--- src/rtl/square_plotter.sv ---
// square_plotter: walks the pixels of one square-draw command in row-major
// order and presents them to the VGA adapter. Pixels beyond the visible
// frame are still walked, one cycle each, but their write strobe is held low.
// A command is taken over a valid/ready handshake. done pulses once the
// square has been fully walked.

module square_plotter #(
  parameter int X_MAX = 159,
  parameter int Y_MAX = 119
) (
  input  logic       clock,
  input  logic       resetn,
  input  logic       cmd_valid,
  output logic       cmd_ready,
  input  logic [7:0] cmd_x,
  input  logic [6:0] cmd_y,
  input  logic [1:0] cmd_size,
  input  logic [2:0] cmd_colour,
  input  logic       cmd_erase,
  input  logic       draw_en,
  output logic [7:0] vga_x,
  output logic [6:0] vga_y,
  output logic [2:0] vga_colour,
  output logic       plot,
  output logic       done,
  output logic       busy
);

  // The frame limits are compared against sums one bit wider than the
  // coordinates, so an origin near the edge never wraps back into view.
  localparam logic [8:0] X_LIMIT = 9'(X_MAX);
  localparam logic [7:0] Y_LIMIT = 8'(Y_MAX);

  typedef enum logic [1:0] {
    IDLE   = 2'd0,
    DRAW   = 2'd1,
    FINISH = 2'd2
  } state_t;

  state_t state;
  state_t state_next;

  // Command fields captured at acceptance; the command inputs are not
  // looked at again until the next acceptance.
  logic [7:0] org_x;
  logic [6:0] org_y;
  logic [4:0] last_idx;
  logic [2:0] fill_colour;

  // Offset of the current pixel inside the square.
  logic [4:0] col;
  logic [4:0] row;

  logic       accept;
  logic       reserved_size;
  logic [4:0] size_last_idx;
  logic [8:0] sum_x;
  logic [7:0] sum_y;
  logic       in_frame;
  logic       last_col;
  logic       last_pix;
  logic       step;

  // Handshake, size decode, pixel address arithmetic and walk-end detection.
  always_comb begin
    accept        = cmd_valid & cmd_ready;
    reserved_size = (cmd_size == 2'b11);
    size_last_idx = 5'd0;
    case (cmd_size)
      2'b00:   size_last_idx = 5'd3;
      2'b01:   size_last_idx = 5'd9;
      2'b10:   size_last_idx = 5'd19;
      default: size_last_idx = 5'd0;
    endcase
    sum_x    = {1'b0, org_x} + {4'b0000, col};
    sum_y    = {1'b0, org_y} + {3'b000, row};
    in_frame = (sum_x <= X_LIMIT) && (sum_y <= Y_LIMIT);
    last_col = (col == last_idx);
    last_pix = last_col && (row == last_idx);
    step     = (state == DRAW) && draw_en;
  end

  // Next-state logic: a reserved size skips straight to FINISH.
  always_comb begin
    state_next = state;
    case (state)
      IDLE: begin
        if (accept) begin
          state_next = reserved_size ? FINISH : DRAW;
        end
      end
      DRAW: begin
        if (draw_en && last_pix) begin
          state_next = FINISH;
        end
      end
      FINISH: begin
        state_next = IDLE;
      end
      default: begin
        state_next = IDLE;
      end
    endcase
  end

  // State register.
  always_ff @(posedge clock or negedge resetn) begin
    if (!resetn) begin
      state <= IDLE;
    end else begin
      state <= state_next;
    end
  end

  // Capture the command at acceptance, forcing black when erasing.
  always_ff @(posedge clock or negedge resetn) begin
    if (!resetn) begin
      org_x       <= 8'd0;
      org_y       <= 7'd0;
      last_idx    <= 5'd0;
      fill_colour <= 3'd0;
    end else if (accept) begin
      org_x       <= cmd_x;
      org_y       <= cmd_y;
      last_idx    <= size_last_idx;
      fill_colour <= cmd_erase ? 3'b000 : cmd_colour;
    end
  end

  // Column/row walk: column fastest, wrapping into the next row.
  always_ff @(posedge clock or negedge resetn) begin
    if (!resetn) begin
      col <= 5'd0;
      row <= 5'd0;
    end else if (accept) begin
      col <= 5'd0;
      row <= 5'd0;
    end else if (step) begin
      if (last_pix) begin
        col <= 5'd0;
        row <= 5'd0;
      end else if (last_col) begin
        col <= 5'd0;
        row <= row + 5'd1;
      end else begin
        col <= col + 5'd1;
      end
    end
  end

  // Registered pixel outputs; a stall keeps the address but drops the strobe.
  always_ff @(posedge clock or negedge resetn) begin
    if (!resetn) begin
      vga_x      <= 8'd0;
      vga_y      <= 7'd0;
      vga_colour <= 3'd0;
      plot       <= 1'b0;
    end else begin
      plot <= 1'b0;
      if (step) begin
        vga_x      <= sum_x[7:0];
        vga_y      <= sum_y[6:0];
        vga_colour <= fill_colour;
        plot       <= in_frame;
      end
    end
  end

  // Handshake flags: ready only in an idle cycle not already accepting,
  // busy held from acceptance through the done cycle.
  always_ff @(posedge clock or negedge resetn) begin
    if (!resetn) begin
      cmd_ready <= 1'b0;
      busy      <= 1'b0;
      done      <= 1'b0;
    end else begin
      cmd_ready <= (state == IDLE) && !accept;
      busy      <= (state != IDLE) || accept;
      done      <= (state == FINISH);
    end
  end

endmodule

--- config.mk ---
export PLATFORM = sky130hd
export DESIGN_NAME = square_plotter
export DESIGN_NICKNAME = d
export VERILOG_FILES = /design/src/rtl/square_plotter.sv
export SDC_FILE = /design/constraint.sdc
export NUM_CORES = 1
export LEC_CHECK = 0
export BUFFER_PORTS_ARGS = -buffer_cell sky130_fd_sc_hd__buf_2
export CAP_MARGIN = 20
export CORE_UTILIZATION = 56
export CTS_CLUSTER_SIZE = 14
export DETAILED_ROUTE_END_ITERATION = 7
export GPL_TIMING_DRIVEN = 0
export PLACE_DENSITY = 0.79
export SETUP_SLACK_MARGIN = 0.3
export SYNTH_ARGS = -nofsm -noshare
export SYNTH_HDL_FRONTEND = slang
export SYNTH_SLANG_ARGS = --single-unit
--- constraint.sdc ---
create_clock -name clock -period 2.6 [get_ports clock]
set_clock_uncertainty 0.15 [all_clocks]
set_input_delay 0.52 -clock clock [delete_from_list [all_inputs] [get_ports clock]]
set_output_delay 0.52 -clock clock [all_outputs]
set_load 0.02 [all_outputs]
[Word-level counts from Yosys, hierarchy flattened]
Index checks and enable logic that the tools add are counted.
Operators by class
  reductions and logical operators: 14
  shift-type cells: 0
  add/sub/neg operators: 4
  mux-type cells: 15
  bitwise gates (word level): 1
  multiply operators: 0
  divide/modulo/power cells: 0
  eq/ne operators: 9
  magnitude comparators: 2
Operators by type and width (number)
  two-way mux 5 bit: 8
  one-hot mux 5 bit (3 select lines): 1
  adder 5 x 1 -> 5 bit, second input constant: 2
  == test 5 bit: 2
  adder 8 x 5 -> 9 bit: 1
  less-or-equal comparator 9 x 8 -> 1 bit, second input constant: 1
  adder 7 x 5 -> 8 bit: 1
  less-or-equal comparator 8 x 7 -> 1 bit, second input constant: 1
  == test 2 bit, second input constant: 3
  two-way mux 2 bit: 3
  logical AND 1 bit: 5
  == test 2 x 1 -> 1 bit, second input constant: 2
  zero test 2 bit: 2
  one-hot mux 2 bit (2 select lines): 1
  AND reduction 2 bit: 2
  nonzero test 2 bit: 2
  two-way mux 3 bit: 1
  nonzero test 3 bit: 1
  != test 2 x 1 -> 1 bit, second input constant: 1
  != test 2 bit, second input constant: 1
  AND 1 bit: 1
  zero test 1 bit: 1
  logical OR 1 bit: 1
  two-way mux 1 bit: 1
Storage, ports and cells
  bits in latches: 0
  memories: 0
  flip-flop bits (word level): 57
  RAM bits: 0
  logic and storage cells: 59
  bits in read-only memories: 0

[Longest topological paths before layout]
Gate-level depths: netlist of run 1.
  word-level depth: 5
  depth in mapped cells: 8

[Least setup slack after synthesis of run 1]
Ideal clock, no wire load.
  kind: reg-to-reg
  from: register row[0]
  to: register plot
  required time: 2351 ps
  arrival time: 1767 ps
  setup time: 99 ps
  buffers on the path: 0
  clock period less this slack: 2016 ps
  cell stages (with the launch flop): 9
  path slack: 584 ps
  path through: dfrtp_1 > ha_1 > inv_1 > fa_1 > nand2b_1 > a21oi_1 > xnor2_1 > nor2_1 > a311oi_1
On the way
  longest elaborated chain between the ends: 4
Ends and longest elaborated chain
  start: declaration: RTL line 52  | logic [4:0] row;
  start signal: assignment: RTL line 144  | row <= row + 5'd1;
  adder 7 x 5 -> 8 bit: RTL line 76  | sum_y = {1'b0, org_y} + {3'b000, row};
  less-or-equal comparator 8 x 7 -> 1 bit: RTL line 77  | in_frame = (sum_x <= X_LIMIT) && (sum_y <= Y_LIMIT);
  logical AND 1 bit: RTL line 77
  two-way mux 1 bit: RTL line 160  | if (step) begin
  end signal: assignment: RTL line 164  | plot <= in_frame;
  end: declaration: RTL line 24  | output logic plot,
No other way between the ends.
A chain may end at the register's enable or synchronous reset.

[Final worst setup path of run 1]
  from: register org_x[0]
  to: register plot
On the way
  longest elaborated chain between the ends: 4
Ends and longest elaborated chain
  start: declaration: RTL line 45  | logic [7:0] org_x;
  start signal: assignment: RTL line 123  | org_x <= cmd_x;
  adder 8 x 5 -> 9 bit: RTL line 75  | sum_x = {1'b0, org_x} + {4'b0000, col};
  less-or-equal comparator 9 x 8 -> 1 bit: RTL line 77
  logical AND 1 bit: RTL line 77
  two-way mux 1 bit: RTL line 160
No other way between the ends.

==> metrics, run 1 <==
Horiz. Die Dim=73.9 um; Area Overhead vs Synth=16.7%; predominant post-synthesis flop cell=dfrtp_1; area taken by multi-input logic gates=1430 um2; dpl hpwl=around 4600 um; mux share of post-synthesis cell area=0.389%; first-pass GRT wire length=approximately 10,000 um; fin area=3380 um2; share of post-route cells with drive strength above 1=23.1%; leakage=~1.6 nW; Worst path slowest cell=fa_1; dominant cells by area after synthesis=dfrtp_1 48%, nand2_1 11%, ha_1 5.2%; GR met3 Demand/Resource=4.53%; FILL cells=a little over 400; IR drop worst, VDD=0.000587 V; Die H=73.9 um; initial DRC count=105; CP Max Fanout=4; Max Clock Freq=0.458 GHz; fin util=69.7%; CP Data Arrival Time=2.24 ns; maximum buffer depth of the clock tree=2; final WL=between 6000 and 7000 um; CP endpoint kind=flop; Pins Over Slew Limit=0; synthesis-stage register bit count=56; RD Place Congestion=0.852; peak per-stage delay on the critical path=0.44 ns; final hold vios=0; Initial Util=59.7%; CTS tree=built; largest net degree at the start of global routing=32; RSZ-0062 raised after global routing=no; Syn. warnings=0; Tcrit/Tclk final=83.9%; DIE AREA=5460 um2; CTS Hold Buffers Added=0; power per cell area=1230 nW/um2; CTS root buf=clkbuf_8; mean post-synth cell area=between 9 and 10 um2; IO Port Bufs=46; TritonCTS Buffers=5; via count=2,306; WS Path Type=flop to flop; combinational family with the most area after synthesis=simple AND/OR/NAND/NOR gates; final setup violating endpoints=0; vias per std cell=approximately 5.4; MaxCap Viol Count=0; GR Util met1=around a third; Sink Count=56; Core Region=4850 um2; worst hold path class=input port to async pin; GRT Total Usage=25.2%; Netlist cell types=53; CP startpoint kind=flop; Synth Area in Compound Gates=13.8%; Cell Rows=25; Post-synth ARST share=100%; clk_lat worst skew=between 0.3 and 0.4 ns; flop2flop setup slack=0.42 ns; share of the synthesized area in the top cell type=48.4%; Net Count, Synth=between 300 and 400; Synth Area in Simple Gates=around a fifth; Gate Count Post-Synth=301; Critical Path RT=~2.7 ns; num ports=47; Synth Area in Adders=approximately 6.6%; Post-synth EDFFs=0; critical-path cell list=ha_1 -> inv_1 -> fa_1 -> nor2b_2 -> o31a_1 -> nand4bb_1 -> a21oi_1 -> a311oi_1; overall power=0.00417 W; status=finished clean; Worst-path clk slew=0.09 ns; grt met2 use=between 40% and 50%; n_diodes=0; CTS H-tree lvls=2; clock period minus worst slack=2.18 ns; remaining global-route overflow=0; Remaining DRCs=0; area leader, netlist=dfrtp_1; Max-slew headroom=about 60%; busiest layer in global routing=met2; vias in the first global route=2,251; post-synthesis xor/xnor area fraction=7.08%; DR pass1 iterations=4; post-DR wirelength/cell=around 15 um; Slew @ Worst Pin=0.603 ns; Netlist Area Pre-Place=2900 um2; Final ANT Viol Nets=0; register cell area after layout=1410 um2; sequential share of the synthesized area=around half; fin nets=397; Post-DP Area=3230 um2; setup TNS=0 ns; initial antenna violation count=0
-- critical path: cells and delay by family (launching register included) --
kind / cells / cell delay [ns]
and+or+nand+nor: 2 / 0.32
adders and majority gates: 2 / 0.63
AOI/OAI and AO/OA: 3 / 0.56
buffers and inverters: 1 / 0.06
DFF: 1 / 0.37
-- cell families (layout without fill, tap and decap cells) --
group / count (synthesis) / after routing
compound gates: 56 / 56
xor+xnor: 20 / 20
fa+ha+maj: 14 / 14
buf+inv: 20 / 78
flops: 56 / 56
mux: 1 / 1
simple gates: 134 / 134
-- synth_stat cells (4+ instances only) --
| cell | instances |
|---|---|
| nand3b_1 | 5 |
| o21ai_0 | 21 |
| dfrtp_1 | 56 |
| xor2_1 | 14 |
| inv_1 | 10 |
| nor2_1 | 13 |
| nor3_1 | 4 |
| nand2_1 | 87 |
| a21oi_1 | 8 |
| ha_1 | 12 |
| nand3_1 | 7 |
| buf_2 | 4 |
-- worst paths after layout --
path | to | from | cells past startpoint
max | plot | org_x[0] | 8
min | vga_x[5] | resetn | 1
max reg2reg | plot | org_x[0] | 8
min reg2reg | vga_colour[2] | fill_colour[2] | 2
max in group asynchronous | row[1] | resetn | 2
min in group clock | org_y[3] | cmd_y[3] | 3
-- placed cells by master (no fill, tap or decap), drive strengths merged, types with 2 or more instances in the layout --
cell,instances
xnor2,5
buf,57
nor3,4
ha,12
nor2b,3
o41ai,2
inv,10
xor2,15
dfrtp,56
a211oi,3
nand2b,3
a21oi,8
clkbuf,9
nand2,87
o22ai,2
nor2,14
o221ai,2
nand3,9
o21ai,24
nand3b,6
fa,2
a21o,2
-- registers in the layout, indices dropped and copies added (netlist names), 2 cells and up --
register     flops
state            2
org_y            7
row              5
col              5
vga_x            8
last_idx         4
vga_colour       3
vga_y            7
org_x            8
fill_colour      3
-- metrics by stage --
step	setup slack (ns)	instances	hold WS, ns
after detailed placement	0.295	415	0.307
after global routing	0.304	426	0.0973
after global placement	0.362	414	0.299
final	0.419	426	0.0602
after floorplan	0.584	301	0.0744
after CTS	0.303	423	0.0801
-- report_power, final --
part	internal, W	switching, W
sequential	0.00125	0.000305
combinational	0.000828	0.00123
clock	0.000286	0.000277
total	0.00236	0.00181
-- repair_timing --
action | 4_1_cts | 5_1_grt
buffers inserted | 0 | 3
endpoints found under the hold margin | 0 | 0
pin swaps | 0 | 1
setup endpoints to repair | 1 | 3
resized for setup | 1 | 6
-- metal layers --
metal / wire length [um] / vias to the layer above
li1: - / 1136
met1: 2830 / 1106
met2: 3120 / 56
met3: 221 / 8
met4: 81 / 0
met5: 0 / -
-- layout make-up --
type	instances	area share [%]
buffer	10	1.26
clock buffer	6	2.15
clock inverter	2	1.04
inverter	10	1.11
multi-input combinational	225	42.3
sequential	56	41.6
tap	67	2.48
timing repair buffer	50	8.07
(Power assumes the default switching activity.)
==> run 2: changes to the inputs <==
clock period = 2.2 ns   (was 2.6 ns; I/O delays follow)
==> run 2 against run 1 <==
  * Routed wire length grew 27%
  * Power rose by 41%
  * Global-route usage grew 3.1 points
  * Via count rose by 11%
==> metrics, run 2 (synthesized netlist as in run 1, its figures left out) <==
CTS H-tree lvls=2 (unchanged); PnR worst setup slack=0.0636 ns (was 0.419 ns); Initial Util=59.7% (unchanged); clock period minus worst slack=2.14 ns (was 2.18 ns); Core Region=4850 um2 (unchanged); biggest regs=org_x x8, vga_x x8 (unchanged); maximum buffer depth of the clock tree=2 (unchanged); most frequent cells in the layout=87 x nand2_1, 50 x buf_2, 49 x dfrtp_1 (was 87 x nand2_1, 52 x dfrtp_1, 50 x buf_2); dpl hpwl=4470 um (was 4630 um); CP startpoint kind=flop (unchanged); Max-slew headroom=66.0% (was 59.8%); grt met2 use=49.2% (was 42.4%); busiest layer in global routing=met2 (unchanged); Die H=73.9 um (unchanged); commonest non-fill, non-tap cell in the layout=nand2_1 (unchanged); Pins Over Slew Limit=0 (unchanged); Place WS=0.0331 ns (was 0.295 ns); WS Path Type=flop to flop (unchanged); MaxCap Viol Count=0 (unchanged); first-pass GRT wire length=11,300 um (was 10,100 um); RSZ-0062 raised after global routing=yes (was no); Cell Rows=25 (unchanged); via count=2,566 (was 2,306); Post-Layout Cell Count=445 (was 426); final hold vios=0 (unchanged); register cell area after layout=1410 um2 (about the same); peak per-stage delay on the critical path=0.43 ns (was 0.44 ns); worst path bufs/invs=1 (unchanged); clk_lat worst skew=0.32 ns (was 0.31 ns); Post-Place Cells=415 (unchanged); worst hold path class=input port to flop (was input port to async pin); fin nets=416 (was 397); CTS root buf=clkbuf_8 (unchanged); CP Data Arrival Time=2.21 ns (was 2.24 ns); CTS tree=built (unchanged); Final ANT Viol Nets=0 (unchanged); initial antenna violation count=0 (unchanged); GRT Total Usage=28.3% (was 25.2%); Sink Count=56 (unchanged); critical-path cell list=ha_4 -> inv_2 -> fa_2 -> nor2b_2 -> o31a_1 -> nand4bb_1 -> a21oi_1 -> a311oi_1 (was ha_1 -> inv_1 -> fa_1 -> nor2b_2 -> o31a_1 -> nand4bb_1 -> a21oi_1 -> a311oi_1); area taken by multi-input logic gates=1690 um2 (was 1430 um2); Top delay family on crit path=compound AO/OA/AOI/OAI gates (was adder cells); vias per std cell=5.77 (was 5.41); remaining global-route overflow=0 (unchanged); Crit. path cell count=8 (unchanged); power per cell area=1540 nW/um2 (was 1230 nW/um2); RD Place Congestion=0.865 (was 0.852); share of post-route cells with drive strength above 1=36.0% (was 23.1%); initial DRC count=157 (was 105); GR met3 Demand/Resource=4.12% (was 4.53%); Max Clock Freq=0.468 GHz (was 0.458 GHz); R2R cell count=8 (unchanged); TritonCTS Buffers=5 (unchanged); Area Overhead vs Synth=31.7% (was 16.7%); post-DR wirelength/cell=17.8 um (was 14.7 um); GR Util met1=35.3% (was 32.3%); IO Port Bufs=46 (unchanged); Critical Path RT=2.27 ns (was 2.65 ns); n_diodes=0 (unchanged); Slew @ Worst Pin=0.509 ns (was 0.603 ns); FILL cells=290 (was 411); leakage=1.78 nW (was 1.64 nW); CP endpoint kind=flop (unchanged); largest net degree at the start of global routing=39 (was 32); DR pass1 iterations=5 (was 4); final WL=7940 um (was 6260 um); CP Max Fanout=4 (unchanged); Worst path slowest cell=dfrtp_2 (was fa_1); Horiz. Die Dim=73.9 um (unchanged); num ports=47 (unchanged); Tcrit/Tclk final=97.1% (was 83.9%); Worst-path clk slew=0.10 ns (was 0.09 ns); final setup violating endpoints=0 (unchanged); vias in the first global route=2,420 (was 2,251); Remaining DRCs=0 (unchanged); status=finished clean (unchanged); Min-Delay Path Depth=3; DIE AREA=5460 um2 (unchanged); IR drop worst, VDD=0.000763 V (was 0.000587 V)
run 2: changes by cell type in the layout (fill, tap and decap cells not counted), moves of 4 or more:
cell / before / now
buf_4: 3 / 17
ha_1: 12 / 4
o21ai_1: 3 / 7
o21ai_0: 21 / 15
ha_4: 0 / 8
run 2: per-layer routing:
metal / vias up / wire length (um)
met5: - / 0
met4: 0 / 263
met3: 25 / 500
met2: 132 / 4030
met1: 1243 / 3150
li1: 1166 / -
run 2: worst register-to-register path: stages (launching register included):
cell	delay, ns
dfrtp_2	0.43
ha_4	0.18
inv_2	0.04
fa_2	0.35
nor2b_2	0.14
o31a_1	0.22
nand4bb_1	0.17
a21oi_1	0.09
a311oi_1	0.26
run 2: worst paths after layout:
kind	startpoint	end	slack, ns
min	cmd_y[3]	org_y[3]	0.16
max in group asynchronous	resetn	row[0]	0.89
max	col[0]	plot	0.06
max reg2reg	col[0]	plot	0.06
min in group asynchronous	resetn	vga_x[7]	0.43
min reg2reg	fill_colour[1]	vga_colour[1]	0.33
run 2: through the flow:
stage | utilization [%] | power (W) | setup TNS [ns] | cell area [um2] | hold slack, ns
2_1_floorplan | - | 0.00360 | 0 | 2930 | -0.00559
3_3_place_gp | 67.0 | 0.00414 | 0 | 3250 | 0.300
3_5_place_dp | 67.4 | 0.00423 | 0 | 3270 | 0.254
4_1_cts | 74.6 | 0.00528 | 0 | 3610 | 0.147
5_1_grt | 78.7 | 0.00621 | -0.00441 | 3820 | 0.163
6_report | 78.7 | 0.00586 | 0 | 3820 | 0.155
run 2: layout make-up:
class / instances / area share (%)
Buffer: 10 / 1.21
Clock buffer: 6 / 1.90
Clock inverter: 2 / 0.918
Inverter: 10 / 0.984
Multi-Input combinational cell: 225 / 44.3
Sequential cell: 56 / 37.0
Tap cell: 67 / 2.20
Timing Repair Buffer: 69 / 11.6
run 2: timing repair:
action / in CTS / in global routing
endpoints found under the hold margin: 18 / 0
endpoints found under the setup margin: 7 / 29
pin swaps: 19 / 25
setup buffers: 13 / 8
hold buffers: 1 / 0
resized for setup: 26 / 28
run 2: power by group:
part | switching, W | internal [W]
registers | 0.000452 | 0.00147
clock network | 0.000345 | 0.000339
logic | 0.00179 | 0.00146
total | 0.00259 | 0.00327
==> run 3: changes to the inputs <==
GPL_TIMING_DRIVEN = unset   (was 0)
==> run 3 against run 2 <==
  * Register-to-register slack improved by 0.12 ns
  * Count of clock-buffer cells in the layout rose by 2
  * First-iteration DRC count rose by 6.4%
  * Largest cell class unchanged
==> metrics, run 3 (synthesized netlist as in run 1, its figures left out) <==
DIE AREA=5460 um2 (unchanged); Max Clock Freq=0.497 GHz (was 0.468 GHz); clock period minus worst slack=2.01 ns (was 2.14 ns); RD Place Congestion=0.848 (was 0.865); final setup violating endpoints=0 (unchanged); initial antenna violation count=0 (unchanged); post-DR wirelength/cell=15.6 um (was 17.8 um); RSZ-0062 raised after global routing=yes (unchanged); dpl hpwl=4490 um (was 4470 um); first-pass GRT wire length=10,900 um (was 11,300 um); most frequent cells in the layout=87 x nand2_1, 50 x dfrtp_1, 46 x buf_2 (was 87 x nand2_1, 50 x buf_2, 49 x dfrtp_1); status=finished clean (unchanged); final hold vios=0 (unchanged); peak per-stage delay on the critical path=0.41 ns (was 0.43 ns); Initial Util=59.7% (unchanged); Post-Layout Cell Count=441 (was 445); DR pass1 iterations=4 (was 5); Worst path slowest cell=dfrtp_2 (unchanged); Pins Over Slew Limit=0 (unchanged); TritonCTS Buffers=5 (unchanged); IO Port Bufs=46 (unchanged); biggest regs=org_x x8, vga_x x8 (unchanged); Final ANT Viol Nets=0 (unchanged); CTS tree=built (unchanged); n_diodes=0 (unchanged); GRT Total Usage=26.9% (was 28.3%); overall power=0.00548 W (was 0.00586 W); IR drop worst, VDD=0.000691 V (was 0.000763 V); critical-path cell list=ha_4 -> inv_2 -> fa_2 -> nor2b_2 -> o31a_1 -> nand4bb_1 -> a21oi_1 -> a311oi_1 (unchanged); Slew @ Worst Pin=0.531 ns (was 0.509 ns); vias in the first global route=2,374 (was 2,420); Horiz. Die Dim=73.9 um (unchanged); MaxCap Viol Count=0 (unchanged); commonest non-fill, non-tap cell in the layout=nand2_1 (unchanged); Cell Rows=25 (unchanged); Remaining DRCs=0 (unchanged); CP Max Fanout=4 (unchanged); initial DRC count=167 (was 157); CP endpoint kind=flop (unchanged); Critical Path RT=2.27 ns (about the same); remaining global-route overflow=0 (unchanged); Tcrit/Tclk final=91.5% (was 97.1%); maximum buffer depth of the clock tree=2 (unchanged); Place WS=0.134 ns (was 0.0331 ns); num ports=47 (unchanged); Post-Place Cells=417 (was 415); via count=2,424 (was 2,566); WS Path Type=flop to flop (unchanged); fin nets=412 (was 416); Area Overhead vs Synth=28.0% (was 31.7%); final WL=6860 um (was 7940 um); share of post-route cells with drive strength above 1=34.5% (was 36.0%); CTS H-tree lvls=2 (unchanged); vias per std cell=5.50 (was 5.77); Sink Count=56 (unchanged); CP Data Arrival Time=2.09 ns (was 2.21 ns); Max-slew headroom=64.6% (was 66.0%); CTS root buf=clkbuf_8 (unchanged); leakage=1.75 nW (was 1.78 nW); power per cell area=1480 nW/um2 (was 1540 nW/um2); Worst-path clk slew=0.10 ns (about the same); largest net degree at the start of global routing=30 (was 39); worst hold path class=input port to flop (unchanged); Die H=73.9 um (unchanged); fin util=76.5% (was 78.7%); Core Region=4850 um2 (unchanged); setup TNS=0 ns (unchanged); PnR worst setup slack=0.187 ns (was 0.0636 ns); clk_lat worst skew=0.32 ns (about the same); CP startpoint kind=flop (unchanged)
[run 3: path summary, 6_finish.rpt]
| path | startpoint | endpoint | slack, ns | cells past startpoint |
|---|---|---|---|---|
| worst min register to register | fill_colour[1] | fill_colour[1] | 0.32 | 2 |
| worst max-delay path | col[0] | plot | 0.19 | 8 |
| worst min-delay path | cmd_y[0] | org_y[0] | 0.16 | 3 |
| min in group asynchronous | resetn | vga_x[5] | 0.48 | 2 |
| worst max register to register | col[0] | plot | 0.19 | 8 |
| max in group asynchronous | resetn | vga_y[3] | 0.80 | 3 |
[run 3: timing repair]
action / in CTS / in global routing
endpoints found under the setup margin: 8 / 14
pin swaps: 11 / 15
gates resized for setup: 19 / 20
endpoints found under the hold margin: 21 / 0
hold buffers: 1 / 0
buffers inserted: 9 / 6
[run 3: through the flow]
stage          area [um2]  hold WS, ns
5_1_grt              3710        0.164
2_1_floorplan        2930     -0.00559
6_report             3710        0.155
4_1_cts              3560        0.158
3_3_place_gp         3300        0.298
3_5_place_dp         3300        0.299
[run 3: cell type report]
type,count,area (um2)
Inverter,10,37.5
Sequential cell,56,1410
Tap cell,67,83.8
Timing Repair Buffer,75,454
Fill cell,324,1140
Multi-Input combinational cell,225,1630
Clock buffer,8,90.1
[run 3: power breakdown]
part	total (W)	internal, W	switching [W]
sequential	0.00188	0.00147	0.000407
combinational	0.00301	0.00134	0.00167
clock	0.000587	0.000258	0.000329
total	0.00548	0.00307	0.00241
[run 3: per-layer routing]
metal | track usage (%) | vias up | share of wire, %
met2 | 46.1 | 80 | 51
met4 | 13.2 | 0 | 2.7
met5 | 0 | - | 0
met3 | 4.80 | 18 | 4.3
met1 | 32.6 | 1160 | 42
li1 | - | 1166 | -
[run 3: worst max-delay path, delay by kind of cell (launching register included)]
family	cells	cell delay [ns]
flip-flops	1	0.41
adder cells (fa/ha/maj)	2	0.49
buffers and inverters	1	0.04
AO/OA/AOI/OAI	3	0.55
AND/OR/NAND/NOR	2	0.29
